--- src/rtl/sr_latch_driver.sv ---
// -----------------------------------------------------------------------------
// sr_latch_driver
//   Drives timed S/R pulses into an external cross-coupled NOR SR latch and
//   reads Q/Qn back through a 2-flop synchroniser. Each command produces one
//   response carrying the settled Q and a pass/fail code.
//
// Ports
//   clk, rst_n           clock, asynchronous active-low reset
//   cmd_valid/cmd_ready  command handshake (ready only while idle)
//   cmd_op               00 READ, 01 SET, 10 RESET, 11 TOGGLE
//   q_in, qn_in          asynchronous latch outputs
//   s_out, r_out         registered latch drives (never both high)
//   rsp_valid/rsp_ready  response handshake, response held until consumed
//   rsp_q, rsp_err       sampled Q; 00 OK, 01 MISMATCH, 10 INVALID
//   busy                 high whenever not idle
//   err_count            saturating count of non-OK responses
// -----------------------------------------------------------------------------
module sr_latch_driver #(
  parameter int unsigned PULSE_CYC  = 4,
  parameter int unsigned SETTLE_CYC = 3,
  parameter int unsigned CNT_W      = 8
) (
  input  logic             clk,
  input  logic             rst_n,
  input  logic             cmd_valid,
  output logic             cmd_ready,
  input  logic [1:0]       cmd_op,
  input  logic             q_in,
  input  logic             qn_in,
  output logic             s_out,
  output logic             r_out,
  output logic             rsp_valid,
  input  logic             rsp_ready,
  output logic             rsp_q,
  output logic [1:0]       rsp_err,
  output logic             busy,
  output logic [CNT_W-1:0] err_count
);

  localparam int unsigned MAX_CYC = (PULSE_CYC > SETTLE_CYC) ? PULSE_CYC : SETTLE_CYC;
  localparam int unsigned TMR_W   = (MAX_CYC > 1) ? $clog2(MAX_CYC) : 1;

  localparam logic [2:0] S_IDLE   = 3'd0;
  localparam logic [2:0] S_PULSE  = 3'd1;
  localparam logic [2:0] S_SETTLE = 3'd2;
  localparam logic [2:0] S_CHECK  = 3'd3;
  localparam logic [2:0] S_RESP   = 3'd4;

  localparam logic [1:0] OP_READ   = 2'b00;
  localparam logic [1:0] OP_SET    = 2'b01;
  localparam logic [1:0] OP_RESET  = 2'b10;
  localparam logic [1:0] OP_TOGGLE = 2'b11;

  localparam logic [1:0] ERR_OK       = 2'b00;
  localparam logic [1:0] ERR_MISMATCH = 2'b01;
  localparam logic [1:0] ERR_INVALID  = 2'b10;

  logic [2:0]       r_state, w_state_nxt;
  logic [TMR_W-1:0] r_tmr, w_tmr_nxt;
  logic             r_exp, w_exp_nxt;
  logic             r_q_meta, r_q_sync, r_qn_meta, r_qn_sync;
  logic             r_s, w_s_nxt;
  logic             r_r, w_r_nxt;
  logic             r_rsp_valid, w_rsp_valid_nxt;
  logic             r_rsp_q, w_rsp_q_nxt;
  logic [1:0]       r_rsp_err, w_rsp_err_nxt;
  logic [CNT_W-1:0] r_err_count, w_err_count_nxt;
  logic             r_cmd_ready, w_cmd_ready_nxt;
  logic             r_busy, w_busy_nxt;
  logic [1:0]       w_chk_err;

  // Next-state, timer, response and registered-output decode
  always_comb begin
    w_state_nxt     = r_state;
    w_tmr_nxt       = r_tmr;
    w_exp_nxt       = r_exp;
    w_rsp_valid_nxt = r_rsp_valid;
    w_rsp_q_nxt     = r_rsp_q;
    w_rsp_err_nxt   = r_rsp_err;
    w_err_count_nxt = r_err_count;
    w_chk_err       = ERR_OK;

    case (r_state)
      S_IDLE: begin
        if (cmd_valid && r_cmd_ready) begin
          w_state_nxt = S_PULSE;
          w_tmr_nxt   = TMR_W'(PULSE_CYC - 1);
          case (cmd_op)
            OP_READ: begin
              // READ skips the pulse; expected value is the current Q
              w_exp_nxt   = r_q_sync;
              w_state_nxt = S_SETTLE;
              w_tmr_nxt   = TMR_W'(SETTLE_CYC - 1);
            end
            OP_SET:    w_exp_nxt = 1'b1;
            OP_RESET:  w_exp_nxt = 1'b0;
            OP_TOGGLE: w_exp_nxt = ~r_q_sync;
            default:   w_exp_nxt = r_exp;
          endcase
        end
      end
      S_PULSE: begin
        if (r_tmr == '0) begin
          w_state_nxt = S_SETTLE;
          w_tmr_nxt   = TMR_W'(SETTLE_CYC - 1);
        end else begin
          w_tmr_nxt = r_tmr - TMR_W'(1);
        end
      end
      S_SETTLE: begin
        if (r_tmr == '0) w_state_nxt = S_CHECK;
        else             w_tmr_nxt   = r_tmr - TMR_W'(1);
      end
      S_CHECK: begin
        // Q==Qn means the latch is in a forbidden/metastable condition
        if (r_q_sync == r_qn_sync)  w_chk_err = ERR_INVALID;
        else if (r_q_sync != r_exp) w_chk_err = ERR_MISMATCH;
        else                        w_chk_err = ERR_OK;
        w_rsp_valid_nxt = 1'b1;
        w_rsp_q_nxt     = r_q_sync;
        w_rsp_err_nxt   = w_chk_err;
        if ((w_chk_err != ERR_OK) && !(&r_err_count))
          w_err_count_nxt = r_err_count + CNT_W'(1);
        w_state_nxt = S_RESP;
      end
      S_RESP: begin
        if (rsp_ready) begin
          w_rsp_valid_nxt = 1'b0;
          w_state_nxt     = S_IDLE;
        end
      end
      default: w_state_nxt = S_IDLE;
    endcase

    // Drives follow the next state so they are registered yet aligned with it
    w_s_nxt         = (w_state_nxt == S_PULSE) &&  w_exp_nxt;
    w_r_nxt         = (w_state_nxt == S_PULSE) && !w_exp_nxt;
    w_cmd_ready_nxt = (w_state_nxt == S_IDLE);
    w_busy_nxt      = (w_state_nxt != S_IDLE);
  end

  // State, synchroniser and output registers
  always_ff @(posedge clk or negedge rst_n) begin
    if (!rst_n) begin
      r_state     <= S_IDLE;
      r_tmr       <= '0;
      r_exp       <= 1'b0;
      r_q_meta    <= 1'b0;
      r_q_sync    <= 1'b0;
      r_qn_meta   <= 1'b0;
      r_qn_sync   <= 1'b0;
      r_s         <= 1'b0;
      r_r         <= 1'b0;
      r_rsp_valid <= 1'b0;
      r_rsp_q     <= 1'b0;
      r_rsp_err   <= ERR_OK;
      r_err_count <= '0;
      r_cmd_ready <= 1'b1;
      r_busy      <= 1'b0;
    end else begin
      r_state     <= w_state_nxt;
      r_tmr       <= w_tmr_nxt;
      r_exp       <= w_exp_nxt;
      r_q_meta    <= q_in;
      r_q_sync    <= r_q_meta;
      r_qn_meta   <= qn_in;
      r_qn_sync   <= r_qn_meta;
      r_s         <= w_s_nxt;
      r_r         <= w_r_nxt;
      r_rsp_valid <= w_rsp_valid_nxt;
      r_rsp_q     <= w_rsp_q_nxt;
      r_rsp_err   <= w_rsp_err_nxt;
      r_err_count <= w_err_count_nxt;
      r_cmd_ready <= w_cmd_ready_nxt;
      r_busy      <= w_busy_nxt;
    end
  end

  assign cmd_ready = r_cmd_ready;
  assign s_out     = r_s;
  assign r_out     = r_r;
  assign rsp_valid = r_rsp_valid;
  assign rsp_q     = r_rsp_q;
  assign rsp_err   = r_rsp_err;
  assign busy      = r_busy;
  assign err_count = r_err_count;

endmodule

--- config.mk ---
export PLATFORM = sky130hd
export DESIGN_NAME = sr_latch_driver
export DESIGN_NICKNAME = d
export VERILOG_FILES = /design/src/rtl/sr_latch_driver.sv
export SDC_FILE = /design/constraint.sdc
export NUM_CORES = 1
export LEC_CHECK = 0
export BUFFER_PORTS_ARGS = -buffer_cell sky130_fd_sc_hd__buf_2
export CAP_MARGIN = 10
export CORE_ASPECT_RATIO = 2
export CORE_UTILIZATION = 45
export CTS_CLUSTER_SIZE = 30
export DETAILED_ROUTE_END_ITERATION = 10
export PLACE_DENSITY_LB_ADDON = 0.3
export SYNTH_ARGS = -nofsm -noshare
export SYNTH_HDL_FRONTEND = slang
export SYNTH_SLANG_ARGS = --single-unit
--- constraint.sdc ---
create_clock -name clk -period 2.6 [get_ports clk]
set_input_delay 0.26 -clock clk [delete_from_list [all_inputs] [get_ports clk]]
set_output_delay 0.26 -clock clk [all_outputs]
set_load 0.005 [all_outputs]
==> results of run 1 <==
through the flow:
step | instance area (µm²) | util, % | hold slack [ns] | setup slack (ns) | cells
after global routing | 1500 | 54.9 | 0.0798 | 0.856 | 173
after global placement | 1420 | 51.9 | 0.285 | 1.01 | 168
after floorplan | 1290 | - | -0.0356 | 1.09 | 119
after CTS | 1500 | 54.9 | 0.0847 | 0.985 | 173
after detailed placement | 1420 | 51.9 | 0.298 | 1.01 | 168
final | 1500 | 54.9 | 0.0918 | 0.982 | 173
worst paths after layout:
| check | from | end | slack (ns) | cells after the start |
|---|---|---|---|---|
| max | r_state[2] | err_count[5] | 0.98 | 4 |
| min | q_in | r_q_meta | 0.09 | 1 |
| max reg2reg | r_state[2] | err_count[5] | 0.98 | 4 |
| min reg2reg | r_qn_meta | r_qn_sync | 0.35 | 0 |
| max in group asynchronous | rst_n | cmd_ready | 1.70 | 2 |
| min in group asynchronous | rst_n | rsp_err[0] | 0.52 | 2 |
synth_stat cells (all sizes together) (2+ instances only):
cell     n
inv      7
o21a     2
a31oi    2
nand3    7
nand4    3
nand2b   4
nand3b   4
mux2     4
ha       3
a32o     2
and4     2
xor2     2
o22ai    3
a21oi    8
nor2b    2
nor2     7
dfrtp   25
buf      3
o21ai    7
nand2    8
nor3     2
final cells by class:
type	instances	area, µm²
Clock inverter	1	30.0
Inverter	7	26.3
Sequential cell	26	652
Fill cell	248	1230
Multi-Input combinational cell	83	592
Timing Repair Buffer	24	125
Clock buffer	3	41.3
Tap cell	29	36.3
critical path, cell delays in order (launching register included):
cell,delay [ns]
dfrtp_1,0.50
nand3b_4,0.25
and4bb_4,0.37
nand3_2,0.08
mux2_4,0.30
logic make-up (layout without fill, tap and decap cells):
group	Yosys count	count (layout)	synth area share (%)
and+or+nand+nor	44	44	22.1
DFF	26	26	50.5
AOI/OAI and AO/OA	28	28	13.7
adders and majority gates	3	3	2.91
buffers and inverters	10	35	3.68
xor gates and xnor gates	3	3	2.04
muxes	5	5	5.14
power groups by stage:
stage | combinational, µW | clock (µW) | sequential, µW
2_1_floorplan | 345 | 0 | 616
6_report | 466 | 332 | 649
5_1_grt | 534 | 357 | 676
4_1_cts | 471 | 343 | 650
3_3_place_gp | 448 | 0 | 651
3_5_place_dp | 464 | 0 | 658
state kept, by name (all words and copies together) (netlist names):
signal	flops
r_state	3
rsp_err	2
r_q_sync	1
rsp_valid	1
r_exp	1
s_out	1
rsp_q	1
busy	1
r_qn_sync	1
r_tmr	2
cmd_ready	1
r_qn_meta	1
r_q_meta	1
err_count	8
r_out	1
metal layers:
layer	vias up	wire, µm	part of all wire [%]	global-route usage (%)
met5	-	0	0	0
met2	38	1500	57	34.5
met4	0	60	2.3	8.97
li1	483	-	-	-
met1	493	995	38	22.7
met3	8	80	3.0	2.29
repair_timing:
| action | in CTS | in global routing |
|---|---|---|
| hold endpoints to repair | 20 | 0 |
| hold buffers | 1 | 0 |
| setup endpoints to repair | 0 | 0 |
==> summary.md, run 1 <==
| Metric | Value |
|---|---|
| Post-synthesis net count | 130 |
| H-tree Lvls | 1 |
| Largest net degree at the start of global routing | 27 |
| Synth Cell Area | 1290 µm² |
| Yosys top cell area share | 48.4% |
| Clock root cell | clkbuf_8 |
| Pre-antenna DRT Iters | 5 |
| Tightest Pin Transition | 0.580 ns |
| Fin nets | 156 |
| Comb pwr share | 32.2% |
| CP Max Fanout | 12 |
| Period utilisation layout | 62.2% |
| Ys async rst share | 100% |
| Synth Warn # | 0 |
| Worst Hold Class | input port to flop |
| Initial antenna violation count | 0 |
| Post-CTS Setup Inserts | 0 |
| Kind of critical path | flop to flop |
| Tot Pwr | 1450 µW |
| Max Slew Vio Count | 0 |
| Clock Power Share | 23.0% |
| F_max | 0.618 GHz |
| TritonCTS Buffers | 3 |
| Io pins | 24 |
| Gr usage total | 20.1% |
| Rows | 27 |
| GRT overflow | 0 |
| VDD IR max | 0.559 mV |
| Endpoints failing setup | 0 |
| Vias in the first global route | 1026 |
| Clock transition at the registers of the reported paths | 0.09 ns |
| CP endpoint kind | flop |
| First-pass GRT wire length | 4490 µm |
| RSZ-0062 raised after global routing | no |
| Post-DP HPWL | 1950 µm |
| Synth Area per Inst | 10.9 µm² |
| Setup Total Neg Slack | 0 ns |
| Number of flops mapped to enable cells by yosys | 0 |
| Share of layout cells above drive strength 1 | 27.8% |
| Leak | 0.000728 µW |
| TritonCTS clock tree | built |
| Core area | 2740 µm² |
| Via density | 5.91 |
| Mapped Cells | 119 |
| Via Count | 1022 |
| Wire per inst | 15.2 µm |
| Min cycle time layout | 1.62 ns |
| Die X | 39.9 µm |
| Gpl congestion | 0.767 |
| Initial drt markers | 20 |
| Synth area leaders | dfrtp_1 48%, mux2_4 3.5%, a21oi_1 3.1%, ha_1 2.9%, o21ai_0 2.7% |
| #FFs+latches synth | 26 |
| Number of distinct library cells after synthesis | 40 |
| Clock buffer depth | 2 |
| Final antenna diode count | 0 |
| Net Sw Frac | 33.7% |
| Worst Path Required | 2.76 ns |
| Clk_skew | 0.00650 ns |
| DRT antenna net count | 0 |
| Post-route DRC | 0 |
| Main synth FF type | dfrtp_1 |
| # port buffers | 23 |
| Power Internal | 960 µW |
| Sequential power share | 44.9% |
| Most frequent cells in the layout | 25 x dfrtp_1, 23 x buf_2, 8 x a21oi_1, 8 x nand2_1 |
| Total Wirelength | 2630 µm |
| Chip Height | 77.8 µm |
| PwrDens | 963 nW/µm² |
| Post-CTS sizing | 0 |
| Slew headroom | 61.3% |
| Final-report hold violation count | 0 |
| Sink Count | 26 |
| Type of origin of the critical path | flop |
| Latest clock arrival within the worst-skew pair | 0.27 ns |
| Net Sw Power | 487 µW |
| WP data arrival | 1.77 ns |
| Total die area | 3100 µm² |
| Area growth, synth to finish | 16.4% |
| Sequential share of the synthesized area | 50.5% |
| Commonest non-fill, non-tap cell in the layout | dfrtp_1 |
| Max-cap violations | 0 |
| Initial core utilization | 47.2% |
| Synth area leader | dfrtp_1 |
| Status | completed |
No activity file was read; power rests on OpenSTA's default activity.
==> run 2, diff against run 1 <==
==> constraint.sdc (replaced) <==
create_clock -name clk -period 1.53 [get_ports clk]
set_input_delay 0.153 -clock clk [delete_from_list [all_inputs] [get_ports clk]]
set_output_delay 0.153 -clock clk [all_outputs]
set_load 0.005 [all_outputs]
==> run 2 against run 1 <==
Effect of this change: maximum frequency rose by 7.2%; critical endpoint unchanged; clock skew fell by 0.0048 ns; first-iteration DRC count fell by 55%; global-route usage rose by 2.3 points; die area did not move; flip-flop and latch count did not move; utilization rose by 6.6 points; register-to-register slack got worse by 0.96 ns; non-clock buffer count rose by 21; critical path depth did not move; routed wire length rose by 17%; sequential share of layout area fell by 4.7 points.
==> summary.md, run 2 (synthesis gave the netlist of run 1 again) <==
| Metric | Value |
|---|---|
| PwrDens | 1590 nW/µm² (was 963 nW/µm²) |
| Wire per inst | 15.8 µm (was 15.2 µm) |
| Via Count | 1105 (was 1022) |
| Area growth, synth to finish | 30.4% (was 16.4%) |
| Worst Path Required | 1.69 ns (was 2.76 ns) |
| Share of layout cells above drive strength 1 | 37.6% (was 27.8%) |
| Clock buffer depth | 2 (unchanged) |
| Via density | 5.70 (was 5.91) |
| Commonest non-fill, non-tap cell in the layout | dfrtp_1 (unchanged) |
| Fin Hold WS | 0.175 ns (was 0.0918 ns) |
| Max reg flops | 8 (unchanged) |
| Initial drt markers | 9 (was 20) |
| TritonCTS Buffers | 3 (unchanged) |
| Io pins | 24 (unchanged) |
| Gr usage total | 22.4% (was 20.1%) |
| TritonCTS clock tree | built (unchanged) |
| CP endpoint kind | flop (unchanged) |
| Total die area | 3100 µm² (unchanged) |
| Pre-antenna DRT Iters | 4 (was 5) |
| RSZ-0062 raised after global routing | yes (was no) |
| Post-route setup slack | 0.0206 ns (was 0.982 ns) |
| VDD IR max | 0.954 mV (was 0.559 mV) |
| Worst Hold Class | input port to flop (unchanged) |
| Final antenna diode count | 0 (unchanged) |
| Max-cap violations | 0 (unchanged) |
| Period utilisation layout | 98.7% (was 62.2%) |
| Finished layout cell area | 1680 µm² (was 1500 µm²) |
| Tightest Pin Transition | 0.600 ns (was 0.580 ns) |
| Rows | 27 (unchanged) |
| Total Wirelength | 3070 µm (was 2630 µm) |
| Vias in the first global route | 1149 (was 1026) |
| Initial core utilization | 47.2% (unchanged) |
| Initial antenna violation count | 0 (unchanged) |
| DP Worst Slack | 0.0241 ns (was 1.01 ns) |
| Placed Area | 1560 µm² (was 1420 µm²) |
| Gpl congestion | 0.733 (was 0.767) |
| Largest net degree at the start of global routing | 27 (unchanged) |
| Chip Height | 77.8 µm (unchanged) |
| Core area | 2740 µm² (unchanged) |
| Leak | 0.000845 µW (was 0.000728 µW) |
| Crit path cell chain | or3b_4 > and4bb_4 > nand3_2 > mux2_4 (was nand3b_4 > and4bb_4 > nand3_2 > mux2_4) |
| First-pass GRT wire length | 4880 µm (was 4490 µm) |
| CP Max Fanout | 3 (was 12) |
| GRT overflow | 0 (unchanged) |
| CP max stage delay | 0.42 ns (was 0.50 ns) |
| Most frequent cells in the layout | 25 x dfrtp_1, 23 x buf_2, 19 x buf_4, 8 x a21oi_1, 8 x nand2_1 (was 25 x dfrtp_1, 23 x buf_2, 8 x a21oi_1, 8 x nand2_1) |
| Final-report hold violation count | 0 (unchanged) |
| Endpoints failing setup | 0 (unchanged) |
| Sink Count | 26 (unchanged) |
| H-tree Lvls | 1 (unchanged) |
| Latest clock arrival within the worst-skew pair | 0.27 ns (about the same) |
| Clk_skew | 0.00170 ns (was 0.00650 ns) |
| Status | completed (unchanged) |
| Kind of critical path | flop to flop (unchanged) |
| Clock transition at the registers of the reported paths | 0.09 ns (about the same) |
| Die X | 39.9 µm (unchanged) |
| Post-DP HPWL | 2290 µm (was 1950 µm) |
| # port buffers | 23 (unchanged) |
| Fin nets | 177 (was 156) |
| Post-route DRC | 0 (unchanged) |
| DRT antenna net count | 0 (unchanged) |
| Type of origin of the critical path | flop (unchanged) |
| Critical-path top delay cell | or3b_4 (was dfrtp_1) |
| Slew headroom | 60.0% (was 61.3%) |
| F_max | 0.663 GHz (was 0.618 GHz) |
| Max Slew Vio Count | 0 (unchanged) |
| Setup Total Neg Slack | 0 ns (unchanged) |
| Min cycle time layout | 1.51 ns (was 1.62 ns) |
| WP data arrival | 1.67 ns (was 1.77 ns) |
| Clock root cell | clkbuf_8 (unchanged) |
-- run 2: cell types whose count changed in the layout (fill, tap and decap cells not counted) --
cell	before	now
dlygate4sd3_1	1	3
o22ai_2	0	1
nand3_1	6	5
nand3_2	1	2
nand2b_4	0	1
nand2b_1	4	3
o22ai_1	3	2
buf_4	0	19
-- run 2: critical path, delay by kind of cell (launching register included) --
family	cells	cell delay [ns]
flops	1	0.39
simple gates	3	0.71
mux	1	0.30
-- run 2: path summary, 6_finish.rpt --
| path | startpoint | endpoint | slack (ns) | depth (start not counted) |
|---|---|---|---|---|
| max | r_q_sync | err_count[5] | 0.02 | 4 |
| min | rsp_ready | r_state[2] | 0.18 | 3 |
| max reg2reg | r_q_sync | err_count[5] | 0.02 | 4 |
| min reg2reg | r_qn_meta | r_qn_sync | 0.36 | 0 |
| max in group asynchronous | rst_n | err_count[7] | 0.73 | 2 |
| min in group asynchronous | rst_n | rsp_err[1] | 0.41 | 2 |
-- run 2: layout make-up --
cell class	instances	area [µm²]
clock buffer	3	41.3
timing repair buffer	45	288
fill	236	1050
inverter	7	26.3
multi-input combinational	83	611
clock inverter	1	30.0
sequential	26	652
tap	29	36.3
-- run 2: report_power, final --
part | internal (µW) | total [µW] | switching (µW)
Clock | 350 | 572 | 221
Combinational | 552 | 1080 | 526
Sequential | 894 | 1030 | 136
-- run 2: repair_timing --
action / 4_1_cts / 5_1_grt
endpoints found under the setup margin: 0 / 4
setup buffers: 0 / 1
endpoints found under the hold margin: 27 / 0
resized for setup: 0 / 3
hold buffers: 3 / 0
-- run 2: through the flow --
step	instances	utilization, %	total power (µW)
after floorplan	119	-	1630
final	194	61.5	2680
after global routing	194	61.5	2850
after CTS	193	60.6	2670
after global placement	186	56.9	2050
after detailed placement	186	56.9	2100
-- run 2: routing by layer --
metal / up-vias / track usage, % / routed length (µm)
li1: 522 / - / -
met1: 543 / 22.9 / 1160
met2: 32 / 39.4 / 1750
met4: 0 / 12.8 / 78
met3: 8 / 2.29 / 84
met5: - / 0 / 0
==> run 3, diff against run 2 <==
--- a/config.mk
+++ b/config.mk
@@ -12,6 +12,7 @@
 export CTS_CLUSTER_SIZE = 30
 export DETAILED_ROUTE_END_ITERATION = 10
 export PLACE_DENSITY_LB_ADDON = 0.3
+export REMOVE_ABC_BUFFERS = 1
 export SYNTH_ARGS = -nofsm -noshare
 export SYNTH_HDL_FRONTEND = slang
 export SYNTH_SLANG_ARGS = --single-unit
==> run 3 against run 2 <==
Effect of this change: maximum frequency barely moved; flip-flop and latch count did not move; worst setup slack got worse by 0.0012 ns; worst hold slack got worse by 0.030 ns; sequential share of layout area rose by 0.19 points; highest routed layer unchanged.
==> summary.md, run 3 (synthesis gave the netlist of run 1 again) <==
| Metric | Value |
|---|---|
| Status | completed (unchanged) |
| Hold path depth | 2 (was 3) |
| Rows | 27 (unchanged) |
| Post-route setup slack | 0.0194 ns (was 0.0206 ns) |
| Most frequent cells in the layout | 24 x dfrtp_1, 23 x buf_2, 18 x buf_4, 8 x a21oi_1, 8 x nand2_1 (was 25 x dfrtp_1, 23 x buf_2, 19 x buf_4, 8 x a21oi_1, 8 x nand2_1) |
| Pre-antenna DRT Iters | 4 (unchanged) |
| Min cycle time layout | 1.51 ns (about the same) |
| Worst Hold Path EP | r_state[1] (was r_state[2]) |
| VDD IR max | 0.951 mV (was 0.954 mV) |
| F_max | 0.662 GHz (was 0.663 GHz) |
| Fin util | 61.4% (was 61.5%) |
| Max reg flops | 8 (unchanged) |
| TritonCTS Buffers | 3 (unchanged) |
| WP data arrival | 1.69 ns (was 1.67 ns) |
| Final antenna diode count | 0 (unchanged) |
| Chip Height | 77.8 µm (unchanged) |
| Hold path startpoint | cmd_op[0] (was rsp_ready) |
| Type of origin of the critical path | flop (unchanged) |
| Die X | 39.9 µm (unchanged) |
| RSZ-0062 raised after global routing | yes (unchanged) |
| H-tree Lvls | 1 (unchanged) |
| Critical-path top delay cell | or3b_4 (unchanged) |
| Worst reg2reg startpoint | r_exp (was r_q_sync) |
| Initial drt markers | 25 (was 9) |
| Commonest non-fill, non-tap cell in the layout | dfrtp_1 (unchanged) |
| Final-report hold violation count | 0 (unchanged) |
| DRT antenna net count | 0 (unchanged) |
| Largest net degree at the start of global routing | 27 (unchanged) |
| Kind of critical path | flop to flop (unchanged) |
| Gpl congestion | 0.785 (was 0.733) |
| Share of layout cells above drive strength 1 | 38.4% (was 37.6%) |
| Total Wirelength | 2930 µm (was 3070 µm) |
| Vias in the first global route | 1065 (was 1149) |
| Worst r2r dst | err_count[5] (unchanged) |
| Via Count | 1079 (was 1105) |
| Sink Count | 26 (unchanged) |
| Clock transition at the registers of the reported paths | 0.09 ns (about the same) |
| CP endpoint kind | flop (unchanged) |
| Tightest Pin Transition | 0.582 ns (was 0.600 ns) |
| Latest clock arrival within the worst-skew pair | 0.28 ns (was 0.27 ns) |
| FF-to-FF path depth | 4 (unchanged) |
| Clock buffer depth | 2 (unchanged) |
| Worst Path Required | 1.71 ns (was 1.69 ns) |
| Initial antenna violation count | 0 (unchanged) |
| Gr usage total | 21.9% (was 22.4%) |
| PwrDens | 1600 nW/µm² (was 1590 nW/µm²) |
| # port buffers | 23 (unchanged) |
| Period utilisation layout | 98.7% (about the same) |
| Total die area | 3100 µm² (unchanged) |
| Slew headroom | 61.2% (was 60.0%) |
| Area growth, synth to finish | 30.0% (was 30.4%) |
| Io pins | 24 (unchanged) |
| Fin nets | 176 (was 177) |
| Via density | 5.59 (was 5.70) |
| TritonCTS clock tree | built (unchanged) |
| DP Worst Slack | 0.0139 ns (was 0.0241 ns) |
| First-pass GRT wire length | 4610 µm (was 4880 µm) |
| Post-CTS Setup Inserts | 0 (unchanged) |
| Worst R2R Setup Slack | 0.02 ns (about the same) |
| Worst Hold Class | input port to flop (unchanged) |
| Leak | 0.000836 µW (was 0.000845 µW) |
| Max Slew Vio Count | 0 (unchanged) |
| Post-DP HPWL | 2300 µm (was 2290 µm) |
| Initial core utilization | 47.2% (unchanged) |
| Core area | 2740 µm² (unchanged) |
| CP max stage delay | 0.42 ns (about the same) |
| Endpoints failing setup | 0 (unchanged) |
| Clock root cell | clkbuf_8 (unchanged) |
| Max-cap violations | 0 (unchanged) |
| Post-route DRC | 0 (unchanged) |
| CP Max Fanout | 4 (was 3) |
| Wire per inst | 15.2 µm (was 15.8 µm) |
| Clk_skew | 0.00613 ns (was 0.00170 ns) |
| Crit path cell chain | or3b_4 > and4bb_4 > nand3_2 > mux2_4 (unchanged) |
| GRT overflow | 0 (unchanged) |
[run 3: changes by cell type in the layout (fill, tap and decap cells not counted), sizes merged]
cell	before	now
buf	42	41
[run 3: worst max path at each step]
stage	from	end	slack, ns	depth (start not counted)
finish	r_exp	err_count[5]	0.02	4
global route	r_exp	err_count[5]	-0.009	4
CTS	r_state[1]	err_count[6]	0.009	5
detailed placement	err_count[0]	err_count[1]	0.01	5
global placement	err_count[0]	err_count[1]	0.06	5
floorplan	r_exp	err_count[5]	0.02	4
[run 3: stage by stage]
stage          instance area [µm²]  hold WS [ns]   TNS, ns  total power (µW)  cells
2_1_floorplan                 1270        -0.143         0              1590    116
3_3_place_gp                  1560         0.176         0              2060    186
3_5_place_dp                  1560         0.188         0              2100    186
4_1_cts                       1670         0.148         0              2690    193
5_1_grt                       1680         0.158  -0.00851              2850    193
6_report                      1680         0.145         0              2690    193
[run 3: critical path: cells and delay by family (launching register included)]
kind | cells | cell delay [ns]
muxes | 1 | 0.29
and+or+nand+nor | 3 | 0.72
DFF | 1 | 0.39
[run 3: report_power, final]
group | switching, µW | internal (µW)
sequential | 132 | 895
clock | 234 | 351
combinational | 527 | 552
[run 3: metal layers]
metal  track usage, %  part of all wire [%]
met5                0                     0
met4             13.4                   3.8
met3             1.71                   1.9
met2             40.6                    59
met1             19.6                    35
[run 3: final cells by class]
class	instances	area, µm²
fillers	244	1060
flip-flops and latches	26	653
multi-input cells	83	612
repair buffers	44	280
clock buffers	3	41.3
well taps	29	36.3
clock inverters	1	30.0
inverters	7	26.3
[run 3: timing repair]
action | CTS | global route
resized for setup | 1 | 4
endpoints found under the setup margin | 1 | 7
endpoints found under the hold margin | 27 | 0
pin swaps | 0 | 0
hold buffers | 3 | 0
